==> config.mk <==
export PLATFORM = sky130hd
export DESIGN_NAME = game_board_ctrl
export DESIGN_NICKNAME = d
export VERILOG_FILES = /design/src/rtl/game_pkg.sv /design/src/rtl/game_board_ctrl_detect_winner.sv /design/src/rtl/game_board_ctrl.sv
export SDC_FILE = /design/constraint.sdc
export NUM_CORES = 1
export LEC_CHECK = 0
export ABC_AREA = 1
export BUFFER_PORTS_ARGS = -buffer_cell sky130_fd_sc_hd__buf_2
export CAP_MARGIN = 20
export CORE_MARGIN = 2
export CORE_UTILIZATION = 43
export CTS_CLUSTER_DIAMETER = 40
export DETAILED_ROUTE_END_ITERATION = 6
export GPL_TIMING_DRIVEN = 0
export PLACE_DENSITY = 0.66
export RECOVER_POWER = 100
export SYNTH_ARGS = -nofsm -noshare
export SYNTH_HDL_FRONTEND = slang
export SYNTH_HIERARCHICAL = 1
export SYNTH_SLANG_ARGS = --single-unit
export TNS_END_PERCENT = 10
==> constraint.sdc <==
create_clock -name clk -period 1.6 [get_ports clk]
set_input_delay 0.24 -clock clk [delete_from_list [all_inputs] [get_ports clk]]
set_output_delay 0.24 -clock clk [all_outputs]
set_load 0.05 [all_outputs]
==> src/rtl/game_pkg.sv <==
// Shared types and constants for the tic-tac-toe board controller.
package game_pkg;

  localparam int         NUM_SQUARES = 9;
  localparam int         NUM_LINES   = 8;
  localparam logic [8:0] FULL_BOARD  = 9'h1FF;

  typedef enum logic [1:0] {
    RESP_OK       = 2'b00,
    RESP_OCCUPIED = 2'b01,
    RESP_RANGE    = 2'b10,
    RESP_OVER     = 2'b11
  } resp_code_e;

  typedef enum logic [1:0] {
    WIN_NONE = 2'b00,
    WIN_A    = 2'b01,
    WIN_B    = 2'b10,
    WIN_DRAW = 2'b11
  } winner_e;

  typedef enum logic [1:0] {
    ST_PLAY = 2'b00,
    ST_EVAL = 2'b01,
    ST_OVER = 2'b10
  } state_e;

  // Keeps only the least-significant set bit of a line vector.
  function automatic logic [NUM_LINES-1:0] lowest_bit(input logic [NUM_LINES-1:0] v);
    return v & (~v + 8'd1);
  endfunction

endpackage

==> src/rtl/game_board_ctrl_detect_winner.sv <==
// DetectWinner: one-hot three-in-a-row detector; bit 8 is top-left, bit 0 bottom-right.
module DetectWinner
  import game_pkg::*;
(
  input  logic [8:0] ain,
  input  logic [8:0] bin,
  output logic [7:0] win_line
);

  // Line order: rows top..bottom, columns left..right, then the two diagonals.
  function automatic logic [7:0] lines_of(input logic [8:0] p);
    return {p[6] & p[4] & p[2],
            p[8] & p[4] & p[0],
            p[6] & p[3] & p[0],
            p[7] & p[4] & p[1],
            p[8] & p[5] & p[2],
            p[2] & p[1] & p[0],
            p[5] & p[4] & p[3],
            p[8] & p[7] & p[6]};
  endfunction

  assign win_line = lowest_bit(lines_of(ain) | lines_of(bin));

endmodule

==> src/rtl/game_board_ctrl.sv <==
// Tic-tac-toe move controller: validates moves, keeps the board and decides the game result.
module game_board_ctrl
  import game_pkg::*;
(
  input  logic       clk,
  input  logic       rst,
  input  logic       new_game,
  input  logic       move_valid,
  input  logic [3:0] move_pos,
  output logic       move_ready,
  output logic       resp_valid,
  output logic [1:0] resp_code,
  output logic [8:0] ain,
  output logic [8:0] bin,
  output logic       turn,
  output logic [3:0] move_count,
  output logic [7:0] win_line,
  output logic [1:0] winner,
  output logic       game_over
);

  state_e     r_state;
  state_e     w_state_next;
  logic [8:0] r_ain;
  logic [8:0] r_bin;
  logic       r_turn;
  logic [3:0] r_move_count;
  logic [7:0] r_win_line;
  winner_e    r_winner;
  logic       r_resp_valid;
  logic [1:0] r_resp_code;

  logic       w_hs;
  logic [8:0] w_pos_mask;
  logic       w_occupied;
  resp_code_e w_code;
  logic       w_accept;
  logic [7:0] w_det_line;
  winner_e    w_eval_winner;

  DetectWinner u_detect (
    .ain      (r_ain),
    .bin      (r_bin),
    .win_line (w_det_line)
  );

  assign move_ready = (r_state != ST_EVAL);
  assign game_over  = (r_winner != WIN_NONE);
  assign w_hs       = move_valid & move_ready;
  assign w_pos_mask = 9'b1 << move_pos;
  assign w_occupied = |((r_ain | r_bin) & w_pos_mask);
  assign w_accept   = w_hs & ~new_game & (w_code == RESP_OK);

  // Response classification in priority order.
  always_comb begin
    w_code = RESP_OK;
    if (r_winner != WIN_NONE) begin
      w_code = RESP_OVER;
    end else if (move_pos > 4'd8) begin
      w_code = RESP_RANGE;
    end else if (w_occupied) begin
      w_code = RESP_OCCUPIED;
    end else begin
      w_code = RESP_OK;
    end
  end

  // Result of the evaluation cycle; turn has already flipped, so the last mover is ~r_turn.
  always_comb begin
    w_eval_winner = WIN_NONE;
    if (r_winner != WIN_NONE) begin
      w_eval_winner = r_winner;
    end else if (w_det_line != 8'h00) begin
      w_eval_winner = r_turn ? WIN_A : WIN_B;
    end else if ((r_ain | r_bin) == FULL_BOARD) begin
      w_eval_winner = WIN_DRAW;
    end else begin
      w_eval_winner = WIN_NONE;
    end
  end

  // Next-state decode.
  always_comb begin
    w_state_next = r_state;
    if (new_game) begin
      w_state_next = ST_PLAY;
    end else begin
      case (r_state)
        ST_PLAY: w_state_next = w_hs ? ST_EVAL : ST_PLAY;
        ST_EVAL: w_state_next = (w_eval_winner != WIN_NONE) ? ST_OVER : ST_PLAY;
        ST_OVER: w_state_next = w_hs ? ST_EVAL : ST_OVER;
        default: w_state_next = ST_PLAY;
      endcase
    end
  end

  // State register.
  always_ff @(posedge clk) begin
    if (rst) begin
      r_state <= ST_PLAY;
    end else begin
      r_state <= w_state_next;
    end
  end

  // Board, score and response registers.
  always_ff @(posedge clk) begin
    if (rst) begin
      r_ain        <= 9'h000;
      r_bin        <= 9'h000;
      r_turn       <= 1'b0;
      r_move_count <= 4'd0;
      r_win_line   <= 8'h00;
      r_winner     <= WIN_NONE;
      r_resp_valid <= 1'b0;
      r_resp_code  <= 2'b00;
    end else begin
      r_resp_valid <= w_hs & ~new_game;
      if (w_hs & ~new_game) begin
        r_resp_code <= w_code;
      end
      if (new_game) begin
        r_ain        <= 9'h000;
        r_bin        <= 9'h000;
        r_turn       <= 1'b0;
        r_move_count <= 4'd0;
        r_win_line   <= 8'h00;
        r_winner     <= WIN_NONE;
      end else begin
        if (w_accept) begin
          if (r_turn) begin
            r_bin <= r_bin | w_pos_mask;
          end else begin
            r_ain <= r_ain | w_pos_mask;
          end
          r_turn       <= ~r_turn;
          r_move_count <= r_move_count + 4'd1;
        end
        if (r_state == ST_EVAL) begin
          r_win_line <= w_det_line;
          r_winner   <= w_eval_winner;
        end
      end
    end
  end

  assign ain        = r_ain;
  assign bin        = r_bin;
  assign turn       = r_turn;
  assign move_count = r_move_count;
  assign win_line   = r_win_line;
  assign winner     = r_winner;
  assign resp_valid = r_resp_valid;
  assign resp_code  = r_resp_code;

endmodule

==> PnR_summary.wiki <==
{| class="wikitable"
! Metric !! Value
|-
| Routed wire per std cell || 13.7 um
|-
| Antenna fix cells || 0
|-
| Hold Violations, Final || 0
|-
| Netlist Area Pre-Place || 1990 um^2
|-
| Die width || 72.1 um
|-
| Post-detailed-placement cell area || 2340 um^2
|-
| Post-layout power || 1.75 mW
|-
| Post-synthesis cell type with the largest combined area || dfxtp_1
|-
| Unrepaired setup endpoints after global routing || true
|-
| Largest delay share family, worst path || simple AND/OR/NAND/NOR gates
|-
| Number of antenna violations at the first check in global routing || 0
|-
| Initial standard-cell utilization of the core || 0.452
|-
| Main flop type after synthesis || dfxtp_1
|-
| Synth warn || 6
|-
| Nature of the critical path startpoint || register
|-
| Post-synthesis area per instance || 7.00 um^2
|-
| Top routing layer in use || met4
|-
| Via density || 5.24
|-
| Delay of the slowest cell on the worst path || 0.38 ns
|-
| Clock root buffer || clkbuf_8
|-
| Area fraction of the dominant cell type after synthesis || 0.381
|-
| Cell variety after synth || 25
|-
| Boundary pin count || 46
|-
| Port Buffer Count || 45
|-
| Max frequency || 0.634 GHz
|-
| Status || completed
|-
| Crit-path most repeated cell || nand2_1
|-
| Worst path required time || 1.82 ns
|-
| Series of cell instances along the critical path || inv_1, nand2_1, nand3_1, nand2_1, nor2_2, nand2_2, nor2_8, buf_2, nand4_1, a21oi_1
|-
| Number of synthesized flops with an enable pin || 0
|-
| CTS Buffer Depth || 2
|-
| Hold buffer count at CTS || 0
|-
| TritonCTS clock tree || built
|-
| Num rows || 24
|-
| Number of global-route vias before repair || 1,895
|-
| Critical path type || reg -> reg
|-
| Worst-margin pin slew || 0.598 ns
|-
| Clock latency of the later-clocked register in the worst-skew pair || 0.30 ns
|-
| Cell count after synthesis || 285
|-
| WHS || 0.174 ns
|-
| Total vias in the final route || 2,085
|-
| Rel. slew slack || 0.603
|-
| Post-synthesis async set-or-reset flop share || 0
|-
| Most common cell in the netlist || nand2_1
|-
| Detailed Route WL || 5450 um
|-
| Drt pass-1 iters || 4
|-
| Fin nets || 354
|-
| Iteration-0 DRC Markers || 121
|-
| Cell with the largest stage delay on the worst path || dfxtp_4
|-
| Synthesized flop and latch total || 38
|-
| Synthesized net count || 294
|-
| Max-slew violation count || 0
|-
| Area grow syn2layout || 29.9%
|-
| Count of unresolved DRC violations after routing || 0
|-
| Number of buffer and inverter instances along the worst setup path || 2
|-
| Top post-synthesis cells by count || nand2_1, dfxtp_1, nor2_1
|-
| Sink Count || 38
|-
| Total length of routed met3 wires || 273 um
|-
| ANT nets after route || 0
|-
| Setup TNS after final layout || 0 ns
|-
| Cell area after layout || 2590 um^2
|-
| Maximum fanout along the worst path || 8
|-
| M1 WL || 2560 um
|-
| Peak supply drop || 0.000483 V
|-
| Period utilisation layout || 0.985
|-
| Share of final-layout standard cells stronger than drive strength 1 || 0.332
|-
| Setup-failing EPs final || 0
|-
| Path type of the worst min-delay path || in -> reg
|-
| Power per cell area || 675 nW/um^2
|-
| Sequential element share of the synthesized area || 0.381
|-
| Top cells by area, synth || dfxtp_1, a21oi_1, nand2_1
|-
| Die footprint || 5200 um^2
|-
| Fill cells || 436
|-
| Half-perimeter wire length of the detailed placement result || 3920 um
|-
| Routability cong. || 0.851
|-
| Arrival time of the worst setup path || 1.80 ns
|-
| GR Util All Layers || 0.214
|-
| Pin count of the biggest net entering global routing || 13
|-
| Number of max-capacitance violations reported || 0
|-
| Leakage power figure || 1.12 nW
|-
| Clock input transition at the sequential cells of the worst setup and hold paths || 0.08 ns
|-
| Number of H-tree levels || 2
|-
| Global-route wire length before repair || 8690 um
|-
| Critical Path Sink Type || register
|-
| Total CTS buffers || 5
|-
| Final worst clock skew || 0.00973 ns
|-
| Minimum clock period after layout || 1.58 ns
|-
| WL met2 || 2520 um
|-
| Floorplan die height || 72.1 um
|-
| Core Footprint || 4410 um^2
|-
| GRT Residual Overflow || 0
|}
-- timing repair --
item	in CTS	in global routing
setup endpoints to repair	3	26
pin swaps	0	17
resized for setup	2	39
buffers inserted	0	6
gates cloned	0	2
-- flip-flops by register name, summed over array words and instances, names as in the netlist --
name,cells
win_line,8
turn,1
ain,9
winner,2
resp_valid,1
resp_code,2
bin,9
move_count,4
r_state,2
-- per-stage QoR --
step | std cells | worst slack (ns) | utilization
6_report | 398 | 0.0238 | 0.587
5_1_grt | 398 | -0.0852 | 0.587
4_1_cts | 390 | 0.0176 | 0.550
3_5_place_dp | 382 | -0.168 | 0.531
3_3_place_gp | 382 | -0.195 | 0.531
2_1_floorplan | 285 | 0.00537 | -
-- power breakdown --
part           switching, mW  total, mW  internal (mW)
combinational          0.126      0.168         0.0417
sequential           0.00657      0.933          0.926
clock                  0.346      0.648          0.302
-- final cells by class --
cell class	count	area, um^2	area share
multi-input cells	197	1120	0.434
clock inverters	2	10.0	0.00386
well taps	52	65.1	0.0251
inverters	41	154	0.0594
clock buffers	6	72.6	0.0280
repair buffers	53	262	0.101
flip-flops and latches	38	828	0.320
plain buffers	9	75.1	0.0290
-- cells by family (layout without fill, tap and decap cells) --
logic type / count (synthesis) / in the layout / synth area share
buffers and inverters: 50 / 111 / 0.115
AOI/OAI and AO/OA: 43 / 43 / 0.108
DFF: 38 / 38 / 0.381
and+or+nand+nor: 151 / 151 / 0.381
xor gates and xnor gates: 2 / 2 / 0.00878
adders and majority gates: 1 / 1 / 0.00627
-- per-layer routing --
| layer | GRT usage | up-vias |
|---|---|---|
| li1 | - | 1057 |
| met5 | 0 | - |
| met1 | 0.276 | 959 |
| met2 | 0.349 | 57 |
| met4 | 0.0797 | 0 |
| met3 | 0.0500 | 12 |
-- cells in the final DEF (no fill, tap or decap), types with 18 or more instances in the layout --
cell      Yosys  routed
nand2_1      44      36
inv_1        36      33
a21oi_1      33      31
nor2_1       38      29
buf_2         0      29
clkbuf_1      3      21
nand4_1      21      21
nand3_1      23      20
dfxtp_1      38      20
dfxtp_4       0      18
-- path summary, 6_finish.rpt --
| kind | start | end | slack (ns) | cells after the start |
|---|---|---|---|---|
| worst max register to register | bin[6] | ain[1] | 0.02 | 10 |
| worst min register to register | r_state[0] | r_state[0] | 0.42 | 1 |
| worst min-delay path | rst | resp_valid | 0.17 | 2 |
| worst max-delay path | bin[6] | ain[1] | 0.02 | 10 |
No activity file was read; power rests on OpenSTA's default activity.
